**src/rtl/morse_key_sequencer_if.sv**
```systemverilog
// Signal bundle between a straight-key front end and the morse sequencer.
// The master side owns the key and enable inputs. The slave side (the
// sequencer) drives the four symbol strobes and the debounced key level.
interface morse_key_sequencer_if;
    logic key_in;          // raw straight key, 1 = pressed, asynchronous
    logic enable;          // 0 holds the sequencer idle
    logic dot_out;         // one-cycle strobe, dot element
    logic dash_out;        // one-cycle strobe, dash element
    logic char_space_out;  // one-cycle strobe, end of character
    logic word_space_out;  // one-cycle strobe, end of word
    logic key_db;          // debounced key level

    modport master (
        output key_in,
        output enable,
        input  dot_out,
        input  dash_out,
        input  char_space_out,
        input  word_space_out,
        input  key_db
    );

    modport slave (
        input  key_in,
        input  enable,
        output dot_out,
        output dash_out,
        output char_space_out,
        output word_space_out,
        output key_db
    );
endinterface

```
**src/rtl/morse_key_sequencer.sv**
```systemverilog
// morse_key_sequencer
// Converts a raw straight-key input into one-cycle dot / dash / char_space /
// word_space strobes. The key is synchronised and debounced. Mark and space
// lengths are then measured in units of TICK_DIV clocks. A four-state FSM
// classifies each mark and emits the space strobes as the silence grows.
module morse_key_sequencer #(
    parameter int TICK_DIV   = 12000000,
    parameter int DEBOUNCE   = 50000,
    parameter int DASH_UNITS = 2,
    parameter int CHAR_UNITS = 3,
    parameter int WORD_UNITS = 7,
    parameter int UNIT_W     = 4
) (
    input  logic                  clk,
    input  logic                  rst,
    morse_key_sequencer_if.slave  bus
);

    // ------------------------------------------------------------------
    // Derived widths and constants
    // ------------------------------------------------------------------
    localparam int PS_W = (TICK_DIV > 2) ? $clog2(TICK_DIV) : 1;
    localparam int DB_W = $clog2(DEBOUNCE + 1);

    localparam logic [PS_W-1:0]   PS_ZERO    = {PS_W{1'b0}};
    localparam logic [PS_W-1:0]   PS_ONE     = PS_W'(1);
    localparam logic [PS_W-1:0]   PS_LAST    = PS_W'(TICK_DIV - 1);
    localparam logic [DB_W-1:0]   DB_ZERO    = {DB_W{1'b0}};
    localparam logic [DB_W-1:0]   DB_ONE     = DB_W'(1);
    localparam logic [DB_W-1:0]   DB_LAST    = DB_W'(DEBOUNCE - 1);
    localparam logic [UNIT_W-1:0] UNIT_ZERO  = {UNIT_W{1'b0}};
    localparam logic [UNIT_W-1:0] UNIT_MAX   = {UNIT_W{1'b1}};
    localparam logic [UNIT_W-1:0] DASH_MIN   = UNIT_W'(DASH_UNITS);
    localparam logic [UNIT_W-1:0] CHAR_LAST  = UNIT_W'(CHAR_UNITS - 1);
    localparam logic [UNIT_W-1:0] WORD_LAST  = UNIT_W'(WORD_UNITS - 1);

    typedef enum logic [1:0] {
        ST_IDLE     = 2'd0,
        ST_PRESS    = 2'd1,
        ST_GAP      = 2'd2,
        ST_GAP_CHAR = 2'd3
    } state_t;

    // Saturating increment: a very long mark or space parks at the maximum
    // count instead of wrapping, so an endless press still reads as a dash.
    function automatic logic [UNIT_W-1:0] sat_inc(input logic [UNIT_W-1:0] val);
        logic [UNIT_W-1:0] res;
        if (val == UNIT_MAX) begin
            res = UNIT_MAX;
        end else begin
            res = val + UNIT_W'(1);
        end
        return res;
    endfunction

    // ------------------------------------------------------------------
    // Storage
    // ------------------------------------------------------------------
    logic              sync1_r;
    logic              sync2_r;
    logic [DB_W-1:0]   db_cnt_r;
    logic              key_db_r;
    logic              key_db_d_r;
    logic [PS_W-1:0]   presc_r;
    logic [UNIT_W-1:0] units_r;
    state_t            state_r;
    logic              dot_r;
    logic              dash_r;
    logic              char_r;
    logic              word_r;

    // Combinational helpers
    logic              press_s;
    logic              release_s;
    logic              edge_s;
    logic              tick_s;
    state_t            state_nx_s;
    logic              dot_nx_s;
    logic              dash_nx_s;
    logic              char_nx_s;
    logic              word_nx_s;

    // Edge events last one cycle. They mark the start of a new mark or space.
    assign press_s   = key_db_r & ~key_db_d_r;
    assign release_s = ~key_db_r & key_db_d_r;
    assign edge_s    = press_s | release_s;
    assign tick_s    = (presc_r == PS_LAST);

    // ------------------------------------------------------------------
    // Input path
    // ------------------------------------------------------------------

    // Two-flop synchroniser for the asynchronous key pin
    always_ff @(posedge clk or posedge rst) begin
        if (rst) begin
            sync1_r <= 1'b0;
            sync2_r <= 1'b0;
        end else begin
            sync1_r <= bus.key_in;
            sync2_r <= sync1_r;
        end
    end

    // Debouncer: accept a new level only after DEBOUNCE consecutive differing samples
    always_ff @(posedge clk or posedge rst) begin
        if (rst) begin
            db_cnt_r <= DB_ZERO;
            key_db_r <= 1'b0;
        end else if (sync2_r != key_db_r) begin
            if (db_cnt_r == DB_LAST) begin
                db_cnt_r <= DB_ZERO;
                key_db_r <= sync2_r;
            end else begin
                db_cnt_r <= db_cnt_r + DB_ONE;
                key_db_r <= key_db_r;
            end
        end else begin
            db_cnt_r <= DB_ZERO;
            key_db_r <= key_db_r;
        end
    end

    // Delayed copy of the debounced level for press/release edge detection
    always_ff @(posedge clk or posedge rst) begin
        if (rst) begin
            key_db_d_r <= 1'b0;
        end else begin
            key_db_d_r <= key_db_r;
        end
    end

    // ------------------------------------------------------------------
    // Timing: prescaler and unit counter
    // ------------------------------------------------------------------

    // Prescaler cycles 0..TICK_DIV-1 and restarts whenever a mark or space begins
    always_ff @(posedge clk or posedge rst) begin
        if (rst) begin
            presc_r <= PS_ZERO;
        end else if (!bus.enable || edge_s || tick_s) begin
            presc_r <= PS_ZERO;
        end else begin
            presc_r <= presc_r + PS_ONE;
        end
    end

    // Unit counter measures the current mark or space length in whole units
    always_ff @(posedge clk or posedge rst) begin
        if (rst) begin
            units_r <= UNIT_ZERO;
        end else if (!bus.enable || edge_s) begin
            units_r <= UNIT_ZERO;
        end else if (tick_s) begin
            units_r <= sat_inc(units_r);
        end else begin
            units_r <= units_r;
        end
    end

    // ------------------------------------------------------------------
    // Sequencer FSM
    // ------------------------------------------------------------------

    // Next-state and next-strobe decode. A press always beats a space
    // threshold landing in the same cycle.
    always_comb begin
        state_nx_s = state_r;
        dot_nx_s   = 1'b0;
        dash_nx_s  = 1'b0;
        char_nx_s  = 1'b0;
        word_nx_s  = 1'b0;
        if (!bus.enable) begin
            state_nx_s = ST_IDLE;
        end else begin
            case (state_r)
                ST_IDLE: begin
                    if (press_s) begin
                        state_nx_s = ST_PRESS;
                    end else begin
                        state_nx_s = ST_IDLE;
                    end
                end
                ST_PRESS: begin
                    if (release_s) begin
                        state_nx_s = ST_GAP;
                        if (units_r >= DASH_MIN) begin
                            dash_nx_s = 1'b1;
                        end else begin
                            dot_nx_s = 1'b1;
                        end
                    end else begin
                        state_nx_s = ST_PRESS;
                    end
                end
                ST_GAP: begin
                    if (press_s) begin
                        state_nx_s = ST_PRESS;
                    end else if (tick_s && (units_r == CHAR_LAST)) begin
                        state_nx_s = ST_GAP_CHAR;
                        char_nx_s  = 1'b1;
                    end else begin
                        state_nx_s = ST_GAP;
                    end
                end
                ST_GAP_CHAR: begin
                    if (press_s) begin
                        state_nx_s = ST_PRESS;
                    end else if (tick_s && (units_r == WORD_LAST)) begin
                        state_nx_s = ST_IDLE;
                        word_nx_s  = 1'b1;
                    end else begin
                        state_nx_s = ST_GAP_CHAR;
                    end
                end
                default: begin
                    state_nx_s = ST_IDLE;
                end
            endcase
        end
    end

    // State register
    always_ff @(posedge clk or posedge rst) begin
        if (rst) begin
            state_r <= ST_IDLE;
        end else begin
            state_r <= state_nx_s;
        end
    end

    // Registered one-cycle strobes. The decode raises at most one per cycle.
    always_ff @(posedge clk or posedge rst) begin
        if (rst) begin
            dot_r  <= 1'b0;
            dash_r <= 1'b0;
            char_r <= 1'b0;
            word_r <= 1'b0;
        end else begin
            dot_r  <= dot_nx_s;
            dash_r <= dash_nx_s;
            char_r <= char_nx_s;
            word_r <= word_nx_s;
        end
    end

    // ------------------------------------------------------------------
    // Outputs
    // ------------------------------------------------------------------
    assign bus.dot_out        = dot_r;
    assign bus.dash_out       = dash_r;
    assign bus.char_space_out = char_r;
    assign bus.word_space_out = word_r;
    assign bus.key_db         = key_db_r;

endmodule

```
**src/flat_wrapper.sv**
```systemverilog
// flat-port wrapper written by rule: the top's interface ports become plain ports
module morse_key_sequencer_flat 
#(
    parameter int TICK_DIV   = 12000000,
    parameter int DEBOUNCE   = 50000,
    parameter int DASH_UNITS = 2,
    parameter int CHAR_UNITS = 3,
    parameter int WORD_UNITS = 7,
    parameter int UNIT_W     = 4
)
  (clk, rst, bus_key_in, bus_enable, bus_dot_out, bus_dash_out, bus_char_space_out, bus_word_space_out, bus_key_db);
  morse_key_sequencer_if bus_i ();
  input  logic clk;
  input  logic rst;
  input wire logic [$bits(bus_i.key_in)-1:0] bus_key_in;
  input wire logic [$bits(bus_i.enable)-1:0] bus_enable;
  output wire logic [$bits(bus_i.dot_out)-1:0] bus_dot_out;
  output wire logic [$bits(bus_i.dash_out)-1:0] bus_dash_out;
  output wire logic [$bits(bus_i.char_space_out)-1:0] bus_char_space_out;
  output wire logic [$bits(bus_i.word_space_out)-1:0] bus_word_space_out;
  output wire logic [$bits(bus_i.key_db)-1:0] bus_key_db;
  assign bus_i.key_in = bus_key_in;
  assign bus_i.enable = bus_enable;
  assign bus_dot_out = bus_i.dot_out;
  assign bus_dash_out = bus_i.dash_out;
  assign bus_char_space_out = bus_i.char_space_out;
  assign bus_word_space_out = bus_i.word_space_out;
  assign bus_key_db = bus_i.key_db;
  morse_key_sequencer #(.TICK_DIV(TICK_DIV), .DEBOUNCE(DEBOUNCE), .DASH_UNITS(DASH_UNITS), .CHAR_UNITS(CHAR_UNITS), .WORD_UNITS(WORD_UNITS), .UNIT_W(UNIT_W)) u_core (.clk(clk), .rst(rst), .bus(bus_i));
endmodule
```
**config.mk**
```make
export PLATFORM = sky130hd
export DESIGN_NAME = morse_key_sequencer_flat
export DESIGN_NICKNAME = d
export VERILOG_FILES = /design/src/rtl/morse_key_sequencer_if.sv /design/src/rtl/morse_key_sequencer.sv /design/src/flat_wrapper.sv
export SDC_FILE = /design/constraint.sdc
export NUM_CORES = 1
export LEC_CHECK = 0
export ABC_CLOCK_PERIOD_IN_PS = 2000
export BUFFER_PORTS_ARGS = -buffer_cell sky130_fd_sc_hd__buf_2
export CAP_MARGIN = 20
export CORE_MARGIN = 2
export CORE_UTILIZATION = 25
export DETAILED_ROUTE_END_ITERATION = 10
export PLACE_DENSITY_LB_ADDON = 0.05
export SETUP_SLACK_MARGIN = 0.1
export SYNTH_ARGS = -nofsm -noshare
export SYNTH_HDL_FRONTEND = slang
export SYNTH_SLANG_ARGS = --single-unit
```
**constraint.sdc**
```tcl
create_clock -name clk -period 2 [get_ports clk]
set_input_delay 0.3 -clock clk [delete_from_list [all_inputs] [get_ports clk]]
set_output_delay 0.3 -clock clk [all_outputs]
set_load 0.05 [all_outputs]
```
Word level (Yosys, flattened, before mapping)
Cells that the tools add are included.

Register bits: 54. Input port bits: 4. Output and inout port bits: 5. Word-level logic and storage cells: 68.

Add/subtract/negate cells: 3. Magnitude comparators: 1. Equality and inequality tests: 9. Multiplexer cells: 30. Bitwise operators: 5. Reduce and logical (&&, ||, !) cells: 8.

Operators with widths (count): 16-bit two-way mux (2); 24-bit by 1-bit adder with 24-bit output (second input constant) (1); 24-bit equality test (second input constant) (1); 24-bit two-way mux (1); 1-bit two-way mux (18); 16-bit by 1-bit adder with 16-bit output (second input constant) (1); 16-bit equality test (second input constant) (1); 4-bit two-way mux (3); 2-bit two-way mux (5); 2-bit case mux with 4 select lines (1); 4-bit by 1-bit adder with 4-bit output (second input constant) (1); 2-bit equality test (second input constant) (2); 4-bit by 2-bit equality test with 1-bit output (second input constant) (1); 4-bit by 3-bit equality test with 1-bit output (second input constant) (1); 4-bit equality test (second input constant) (1); 4-bit by 2-bit >= comparator with 1-bit output (second input constant) (1); 1-bit bitwise AND (2); 2-bit by 1-bit equality test with 1-bit output (second input constant) (1); 1-bit logical AND (2); 2-bit logical NOT (1); 1-bit logical OR (2); 1-bit inverter (2); 2-bit AND reduction (1); 2-bit nonzero test (1); 3 further kinds (3).

Longest topological paths before layout
Gate-level depths: netlist of run 1.

Depth in word-level cells: 6. Depth in mapped cells: 6. Depth with buffers taken out: 6.

Worst setup path after synthesis of run 1
No wires, ideal clock.

Path type: register to register. Start point: reg u_core.presc_r[14]. End point: reg u_core.units_r[3]. Setup time: 0.079 ns. Data arrival time: 1.831 ns. Data required time: 1.921 ns. Setup slack: 0.090 ns. Stages on the path, launching flop included: 5. Path buffers: 0. Clock period less this slack: 1.910 ns. Path through: dfrtp_1 -> or4b_4 -> or4_4 -> nor3_2 -> mux2i_1.

Cells in the longest elaborated chain, start to end: 2.

RTL lines: start: declaration (RTL line morse_key_sequencer.sv:64) `logic [PS_W-1:0] presc_r;`; start signal: assignment (RTL line morse_key_sequencer.sv:143) `presc_r <= presc_r + PS_ONE;`; 24-bit equality test (RTL line morse_key_sequencer.sv:87) `assign tick_s = (presc_r == PS_LAST);`; 2-bit nonzero test (no line); end signal: assignment (RTL line morse_key_sequencer.sv:154) `units_r <= sat_inc(units_r);`; end signal: assignment (RTL line morse_key_sequencer.sv:156) `units_r <= units_r;`; end: declaration (RTL line morse_key_sequencer.sv:65) `logic [UNIT_W-1:0] units_r;`.

Every way passes these cells. A chain may end at the register's enable or synchronous reset.

Final worst setup path of run 1
Start point: reg u_core.presc_r[15]. End point: reg u_core.units_r[3].

The elaborated chain is that of the path after synthesis.

==> results of run 1 <==
-- critical path, cell delays in order, from the launching register on --
cell	delay, ns
dfrtp_1	0.39
or4b_4	0.56
or4_4	0.55
nor3_4	0.14
mux2i_1	0.19
-- power by group through the flow --
stage          Clock, mW  Combinational (mW)  Sequential [mW]
2_1_floorplan          0              0.0455             1.13
3_3_place_gp           0              0.0804             1.14
3_5_place_dp           0              0.0798             1.14
4_1_cts            0.708              0.0816             1.12
5_1_grt            0.754              0.0945             1.12
6_report           0.663              0.0810             1.12
-- placed cells by master (no fill, tap or decap), types with 6 or more instances in the layout --
cell,netlist,routed
a21oi_1,11,9
and3_1,7,6
buf_2,3,8
buf_4,0,29
clkbuf_8,0,6
dfrtp_1,54,53
inv_1,10,9
nand2_1,17,16
nand3_1,16,16
nand4_1,15,15
nor2_1,33,33
nor3_1,8,8
o21ai_0,6,6
xnor2_1,13,13
xor2_1,14,14
-- worst max-delay path by stage --
stage                                             from                             to  slack (ns)  depth (start not counted)
after floorplan           u_core.presc_r[14]$_DFF_PP0_  u_core.units_r[3]$_DFFE_PP0N_        0.14                          4
after global placement    u_core.presc_r[14]$_DFF_PP0_  u_core.units_r[3]$_DFFE_PP0N_        0.07                          4
after detailed placement  u_core.presc_r[14]$_DFF_PP0_  u_core.units_r[3]$_DFFE_PP0N_        0.05                          4
after CTS                 u_core.presc_r[15]$_DFF_PP0_  u_core.units_r[3]$_DFFE_PP0N_        0.09                          4
after global routing      u_core.presc_r[15]$_DFF_PP0_  u_core.units_r[1]$_DFFE_PP0N_        0.02                          4
final                     u_core.presc_r[15]$_DFF_PP0_  u_core.units_r[3]$_DFFE_PP0N_        0.09                          4
-- per-stage QoR --
step / hold slack [ns] / cell area, um2 / setup slack, ns / total power [mW]
after floorplan: 0.331 / 2710 / 0.136 / 1.18
after global placement: 0.271 / 3080 / 0.0689 / 1.22
after detailed placement: 0.275 / 3080 / 0.0454 / 1.22
after CTS: 0.0705 / 3200 / 0.0891 / 1.91
after global routing: 0.0647 / 3280 / 0.0190 / 1.97
final: 0.0883 / 3280 / 0.0915 / 1.86
-- timing repair --
item / CTS / global route
resized for setup: 1 / 10
buffers inserted: 2 / 6
hold buffers: 1 / 0
endpoints found under the hold margin: 12 / 0
setup endpoints to repair: 4 / 16
gates cloned: 0 / 0
pin swaps: 2 / 4
-- registers in the layout, indices dropped and copies added, names as in the netlist --
signal and cells:
u_core.presc_r 24, u_core.db_cnt_r 16, u_core.units_r 4, u_core.state_r 2, u_core.bus.char_space_out 1, u_core.bus.dash_out 1, u_core.bus.dot_out 1, u_core.bus.key_db 1
u_core.bus.word_space_out 1, u_core.key_db_d_r 1, u_core.sync1_r 1, u_core.sync2_r 1
-- cell families after synthesis --
group | Yosys count | synth area share, %
AOI/OAI and AO/OA | 29 | 6.37
xor gates and xnor gates | 27 | 8.72
adders and majority gates | 6 | 2.77
buffers and inverters | 16 | 2.35
DFF | 54 | 49.8
muxes | 3 | 1.15
and+or+nand+nor | 134 | 28.8
-- layout make-up --
type	count	share of cell area, %
Sequential cell	54	41.2
Multi-Input combinational cell	199	40.7
Timing Repair Buffer	39	8.76
Tap cell	140	5.33
Clock buffer	6	2.51
Inverter	10	1.14
Clock inverter	2	0.381
-- synth_stat cells (3+ instances only) --
cell type | n | area, um2
nand3_1 | 16 | 80.1
o31ai_1 | 5 | 37.5
nand4_1 | 15 | 93.8
nor4_1 | 5 | 31.3
nand2_1 | 17 | 63.8
or3_1 | 5 | 31.3
a21o_1 | 4 | 30.0
or4_1 | 4 | 30.0
o21ai_0 | 6 | 30.0
buf_2 | 3 | 15.0
and4_1 | 5 | 43.8
a21oi_1 | 11 | 55.1
xnor2_1 | 13 | 114
nor3_1 | 8 | 40.0
dfrtp_1 | 54 | 1350
ha_1 | 6 | 75.1
clkbuf_1 | 3 | 11.3
inv_1 | 10 | 37.5
xor2_1 | 14 | 123
and3_1 | 7 | 43.8
nor2_1 | 33 | 124
-- per-layer routing --
layer  part of all wire (%)  wire length [um]  global-route usage [%]  vias up
li1                       -                 -                       -     1049
met5                      0                 0                       0        -
met2                     47              2900                    19.8       10
met4                    1.1                70                    3.30        0
met1                     50              3080                    15.5     1032
met3                    2.4               149                    2.65        7
==> results.toml, run 1 <==
[clocking]
numClockSinks = 54
cts_max_level = 2
clock_latency_ns = 0.31
clock_path_buffers = 2
clk_pin_slew_ns = 0.10
cts_tree = "built"
cts_buffers = 5
root_buffer = "clkbuf_8"

[place]
place_hpwl_um = 4380
placed_cells = 433
routabilityCongestion = 0.759
port_buffers = 8

[route]
vias = 2098
drc = 0
avgRoutedWirePerCell_um = 13.8
drt-initial-drc-count = 63
first_pass_iters = 4
postRouteAntennaNets = 0
vias_per_cell = 4.66
wl_um = 6190

[min_path]
worstHoldPathCells = 1
hp-class = "input pin to flop"
min_from = "bus_key_in"
min_to = "u_core.sync1_r$_DFF_PP0_"

[synth]
syn_area_per_cell_um2 = 10.1
synth_area_um2 = 2710
yosysWarnings = 0
synthDistinctLibCells = 40
ys_seq_elements = 54
synth_edf_count = 0
synth_nets = 279
synthArstFlopShare_pct = 100
synth_ff_type = "dfrtp_1"
synthCells = 269
yosysSeqAreaShare_pct = 49.8

[worst_setup_path]
cp_max_fo = 5
worst-r2r-cell-count = 4
reg2reg_slack_ns = 0.09
cp-end-kind = "flop"
start_kind = "flop"
rr_startpoint = "u_core.presc_r[15]$_DFF_PP0_"
crit_required_ns = 2.24
regToRegEndpoint = "u_core.units_r[3]$_DFFE_PP0N_"
critical_path_class = "flop to flop"
critical_path_arrival_ns = 2.15

[global_routing]
overflow = 0
grt_pass1_vias = 2160
grt_usage_pct = 11.9
grt_pass1_wl_um = 10900
grt_antenna_before_repair = 0
grt_max_degree = 25

[cells_and_area]
num_antenna_cells = 0
fill_cells = 1152
postLayoutCoreUtil_pct = 30.7
syn_to_final_growth_pct = 21.1
regArea_um2 = 1350
instances_no_fill = 450
multi_input_area_um2 = 1340
nNetsFinal = 319
drive_above_1_share_pct = 21.3

[pwr]
cellInternalPower_mw = 1.41
switching_share_pct = 24.1
vdd_drop_max_uv = 228
p_leak_nw = 1.39
power_frac_clock_pct = 35.6
power_frac_seq_pct = 60.0
combPwrFrac_pct = 4.4
pwr_density_cell_nw_per_um2 = 566
power.switching_uw = 448

[sta]
fmaxAchievable_mhz = 524
finalSetupViolations = 0
period_share_pct = 95.4
worst_pin_slew_ns = 0.465
period_minus_slack_ns = 1.91
slew_viol_final = 0
rsz0062_at_grt = "true"
hold_violations = 0
setup_tns_ns = 0
fin_skew_ns = 0.00574
slew_headroom_pct = 68.8

[floorplan]
die_y_um = 108
core-area_um2 = 10700
start_util_pct = 25.3
io_pins = 9
die-width_um = 108
rows = 38
design.die.area_um2 = 11700

[run]
drv_cap = 0

[run_status]
status = "finished clean"
(Power assumes the default switching activity.)
==> inputs of run 2 (changes only) <==
--- a/config.mk
+++ b/config.mk
@@ -11,7 +11,9 @@
 export CORE_MARGIN = 2
 export CORE_UTILIZATION = 25
 export DETAILED_ROUTE_END_ITERATION = 10
+export GPL_TIMING_DRIVEN = 0
 export PLACE_DENSITY_LB_ADDON = 0.05
+export RECOVER_POWER = 50
 export SETUP_SLACK_MARGIN = 0.1
 export SYNTH_ARGS = -nofsm -noshare
 export SYNTH_HDL_FRONTEND = slang
==> run 2 against run 1 <==
Net effect: final cell count fell by 0.44%; power fell by 0.87%; sequential power barely moved; die area did not move; global-route usage fell by 0.27 points; non-clock buffer count fell by 2; combinational power rose by 18%; clock skew rose by 0.0032 ns; first-iteration DRC count fell by 13%; via count fell by 1.4%; critical path type unchanged.
==> results.toml, run 2 (synthesis results as in run 1) <==
[cells_and_area]
largest_reg_flops = 24
nNetsFinal = 317
top_regs = "u_core.presc_r (24), u_core.db_cnt_r (16), u_core.units_r (4)"
syn_to_final_growth_pct = 22.1
instances_no_fill = 448
num_antenna_cells = 0
fin_area_um2 = 3310
layout_common_cells = "51 x dfrtp_1, 25 x nor2_1, 19 x buf_4"
layout.cells.most_common = "dfrtp_1"
drive_above_1_share_pct = 23.4
regMostFlops = "u_core.presc_r"

[global_routing]
grt_pass1_vias = 2047
overflow = 0
grt_antenna_before_repair = 0
grt_pass1_wl_um = 10600
grt_usage_pct = 11.6
grt_max_degree = 32

[worst_setup_path]
cp_max_fo = 5
cp-end-kind = "flop"
critical_path_arrival_ns = 2.14
critical_path_class = "flop to flop"
crit_required_ns = 2.21
start_kind = "flop"

[clocking]
root_buffer = "clkbuf_8"
clk_pin_slew_ns = 0.10
ctsHoldBuffers = 0
clock_path_buffers = 2
cts_tree = "built"
cts_max_level = 2
numClockSinks = 54
cts_buffers = 5
clock_latency_ns = 0.32

[place]
place_area_um2 = 2950
routabilityCongestion = 0.708
place_hpwl_um = 4260
port_buffers = 8
placed_cells = 418

[route]
first_pass_iters = 4
drt-initial-drc-count = 55
vias_per_cell = 4.62
wl_um = 6450
postRouteAntennaNets = 0
avgRoutedWirePerCell_um = 14.4
drc = 0
vias = 2068

[floorplan]
die-width_um = 108
start_util_pct = 25.3
rows = 38
core-area_um2 = 10700
io_pins = 9
die_y_um = 108
design.die.area_um2 = 11700

[sta]
hold_violations = 0
period_minus_slack_ns = 1.93
hold_ws_ns = 0.0900
period_share_pct = 96.7
worst_pin_slew_ns = 1.29
rsz0062_at_grt = "true"
setup_tns_ns = 0
finalSetupViolations = 0
fin_skew_ns = 0.00895
fmaxAchievable_mhz = 517
slew_headroom_pct = 13.6
slew_viol_final = 0

[pwr]
pwr_density_cell_nw_per_um2 = 557
power.total_mw = 1.84
p_leak_nw = 1.38
vdd_drop_max_uv = 199

[min_path]
hp-class = "input pin to flop"

[run]
drv_cap = 0

[run_status]
status = "finished clean"
run 2: cell count changes in the layout (fill, tap and decap cells not counted), moves of 2 or more:
cell,previous run,this run
buf_2,8,10
buf_4,29,19
buf_6,0,3
clkbuf_2,0,2
dfrtp_1,53,51
dfrtp_2,1,3
nor2_1,33,25
nor2_2,0,7
run 2: cell type report:
type	instances	area (um2)
buffer	6	52.6
clock buffer	6	72.6
clock inverter	2	13.8
fill	1153	7390
inverter	10	37.5
multi-input combinational	199	1360
sequential	54	1360
tap	140	175
timing repair buffer	31	244
run 2: path summary, 6_finish.rpt:
kind	start	end	slack, ns	depth (start not counted)
hold reg to reg	u_core.sync1_r$_DFF_PP0_	u_core.sync2_r$_DFF_PP0_	0.37	0
hold / removal	bus_key_in	u_core.sync1_r$_DFF_PP0_	0.09	1
setup / recovery	u_core.presc_r[13]$_DFF_PP0_	u_core.presc_r[15]$_DFF_PP0_	0.07	6
max in group asynchronous	rst	u_core.presc_r[20]$_DFF_PP0_	0.81	2
setup reg to reg	u_core.presc_r[13]$_DFF_PP0_	u_core.presc_r[15]$_DFF_PP0_	0.07	6
min in group asynchronous	rst	u_core.db_cnt_r[12]$_DFF_PP0_	0.32	2
run 2: metal layers:
layer  part of all wire [%]  routed length (um)  GRT usage, %  vias to the layer above
met1                     52                3360          16.0                      998
met5                      0                   0             0                        -
met4                   0.81                  52          3.30                        0
li1                       -                   -             -                     1047
met2                     45                2900          18.2                       18
met3                    2.2                 140          2.59                        5
run 2: per-stage QoR:
step                      setup WS (ns)  util, %
final                            0.0662     30.9
after global placement           -0.581     27.4
after floorplan                   0.136        -
after detailed placement         -0.251     27.5
after CTS                        0.0165     29.2
after global routing            0.00185     30.9
run 2: what timing repair did:
action	4_1_cts	5_1_grt
resized for setup	10	26
gates cloned	0	2
endpoints found under the setup margin	39	34
setup buffers	8	12
pin swaps	4	3
run 2: power by group:
group | internal [mW] | switching [mW]
Sequential | 1.10 | 0.0119
Clock | 0.249 | 0.383
Combinational | 0.0369 | 0.0588
Total | 1.39 | 0.454
run 2: critical path, stage by stage (launching register included):
cell and delay, ns:
dfrtp_1 0.44, or4bb_4 0.55, nor4_4 0.29, a21o_1 0.23
buf_6 0.14, buf_8 0.12, nor2_1 0.05
==> inputs of run 3 (changes only) <==
--- a/config.mk
+++ b/config.mk
@@ -8,6 +8,8 @@
 export ABC_CLOCK_PERIOD_IN_PS = 2000
 export BUFFER_PORTS_ARGS = -buffer_cell sky130_fd_sc_hd__buf_2
 export CAP_MARGIN = 20
+export CELL_PAD_IN_SITES_DETAIL_PLACEMENT = 1
+export CELL_PAD_IN_SITES_GLOBAL_PLACEMENT = 2
 export CORE_MARGIN = 2
 export CORE_UTILIZATION = 25
 export DETAILED_ROUTE_END_ITERATION = 10
==> run 3 against run 2 <==
Net effect: sequential share of layout area rose by 0.31 points; worst setup slack better by 0.081 ns; clock skew is 0.0068 ns higher; die area stayed put; core utilization is 0.18 points lower; non-clock buffer count down 1; largest power group unchanged; highest routed layer unchanged.
==> results.toml, run 3 (synthesis results as in run 1) <==
[run_status]
status = "finished clean"

[min_path]
min_to = "u_core.sync1_r$_DFF_PP0_"
worstHoldPathCells = 1
hp-class = "input pin to flop"
min_from = "bus_key_in"

[sta]
hold_ws_ns = 0.0811
worst_pin_slew_ns = 1.12
setup_tns_ns = 0
finalSetupViolations = 0
hold_violations = 0
fmaxAchievable_mhz = 540
fin_skew_ns = 0.0157
slew_headroom_pct = 25.0
period_share_pct = 92.6
period_minus_slack_ns = 1.85
slew_viol_final = 0
rsz0062_at_grt = "true"

[cells_and_area]
top_regs = "u_core.presc_r (24), u_core.db_cnt_r (16), u_core.units_r (4)"
num_antenna_cells = 0
drive_above_1_share_pct = 22.1
fill_cells = 1239
layout_common_cells = "49 x dfrtp_1, 33 x nor2_1, 18 x buf_4"
largest_reg_flops = 24
syn_to_final_growth_pct = 21.4
layout.cells.most_common = "dfrtp_1"
regMostFlops = "u_core.presc_r"
nNetsFinal = 316

[global_routing]
grt_pass1_vias = 2285
overflow = 0
grt_antenna_before_repair = 0
grt_usage_pct = 13.0
grt_max_degree = 29
grt_pass1_wl_um = 11900

[route]
avgRoutedWirePerCell_um = 15.6
postRouteAntennaNets = 0
vias = 2117
wl_um = 6990
first_pass_iters = 4
vias_per_cell = 4.74
drt-initial-drc-count = 57
drc = 0

[floorplan]
core-area_um2 = 10700
design.die.area_um2 = 11700
start_util_pct = 25.3
die_y_um = 108
io_pins = 9
rows = 38
die-width_um = 108

[place]
routabilityCongestion = 0.681
port_buffers = 8
place_hpwl_um = 4620

[worst_setup_path]
worst-r2r-cell-count = 7
cp-end-kind = "flop"
critical_path_arrival_ns = 2.10
rr_startpoint = "u_core.presc_r[0]$_DFF_PP0_"
crit_slowest_cell = "or4_1"
start_kind = "flop"
path_buf_inv = 2
crit_chain = "ha_2 -> and3_1 -> buf_8 -> nand4_1 -> buf_4 -> or4_1 -> a21oi_2"
crit_required_ns = 2.24
regToRegEndpoint = "u_core.presc_r[22]$_DFF_PP0_"
critical-path-top-delay-family = "simple AND/OR/NAND/NOR gates"
reg2reg_slack_ns = 0.15
critPathMaxStageDelay_ns = 0.49
cp_max_fo = 8
cp-startpoint = "u_core.presc_r[0]$_DFF_PP0_"
critical_path_class = "flop to flop"

[pwr]
power.total_mw = 1.89
vdd_drop_max_uv = 245
pwr_density_cell_nw_per_um2 = 573
p_leak_nw = 1.36

[run]
drv_cap = 0

[clocking]
root_buffer = "clkbuf_8"
numClockSinks = 54
cts_max_level = 2
clock_latency_ns = 0.32
cts_buffers = 5
clock_path_buffers = 2
ctsHoldBuffers = 0
clk_pin_slew_ns = 0.11
cts_tree = "built"
## run 3: cell count changes in the layout (fill, tap and decap cells not counted), sizes merged
cell    before  now
clkinv       2    0
buf         34   33
inv         10   11
clkbuf       9   10
## run 3: repair_timing
action	4_1_cts	5_1_grt
pin swaps	7	3
cloned	2	0
gates resized for setup	20	16
setup buffers	12	7
setup endpoints to repair	39	39
## run 3: report_power, final
group          switching, mW  total, mW  internal, mW
combinational         0.0580     0.0910        0.0330
clock                  0.394      0.682         0.288
sequential            0.0108       1.11          1.10
## run 3: worst max path at each step
stage	end	depth (start not counted)	slack, ns
3_3_place_gp	u_core.presc_r[20]$_DFF_PP0_	2	-0.57
6_report	u_core.presc_r[22]$_DFF_PP0_	7	0.15
3_5_place_dp	u_core.presc_r[22]$_DFF_PP0_	6	-0.27
4_1_cts	u_core.units_r[3]$_DFFE_PP0N_	4	0.08
2_1_floorplan	u_core.units_r[3]$_DFFE_PP0N_	4	0.14
5_1_grt	u_core.presc_r[22]$_DFF_PP0_	7	0.02
## run 3: per-layer routing
metal,vias up,GRT usage (%),wire length (um)
li1,1037,-,-
met1,1066,17.8,3580
met2,8,21.1,3220
met3,6,2.59,126
met4,0,3.30,63
met5,-,0,0
## run 3: metrics by stage
step / util, % / instance area (um2) / setup WS (ns) / instances
global route: 30.8 / 3290 / 0.0193 / 447
finish: 30.8 / 3290 / 0.147 / 447
detailed placement: 27.5 / 2950 / -0.268 / 418
CTS: 29.9 / 3200 / 0.0755 / 440
floorplan: - / 2710 / 0.136 / 269
global placement: 27.4 / 2930 / -0.573 / 417
## run 3: area by class of cell
cell class	count	area (um2)	share of cell area [%]
clock buffer	7	86.3	2.62
multi-input combinational	199	1360	41.3
tap	140	175	5.32
buffer	6	53.8	1.63
sequential	54	1360	41.3
timing repair buffer	30	214	6.50
inverter	10	37.5	1.14
clock inverter	1	8.76	0.266
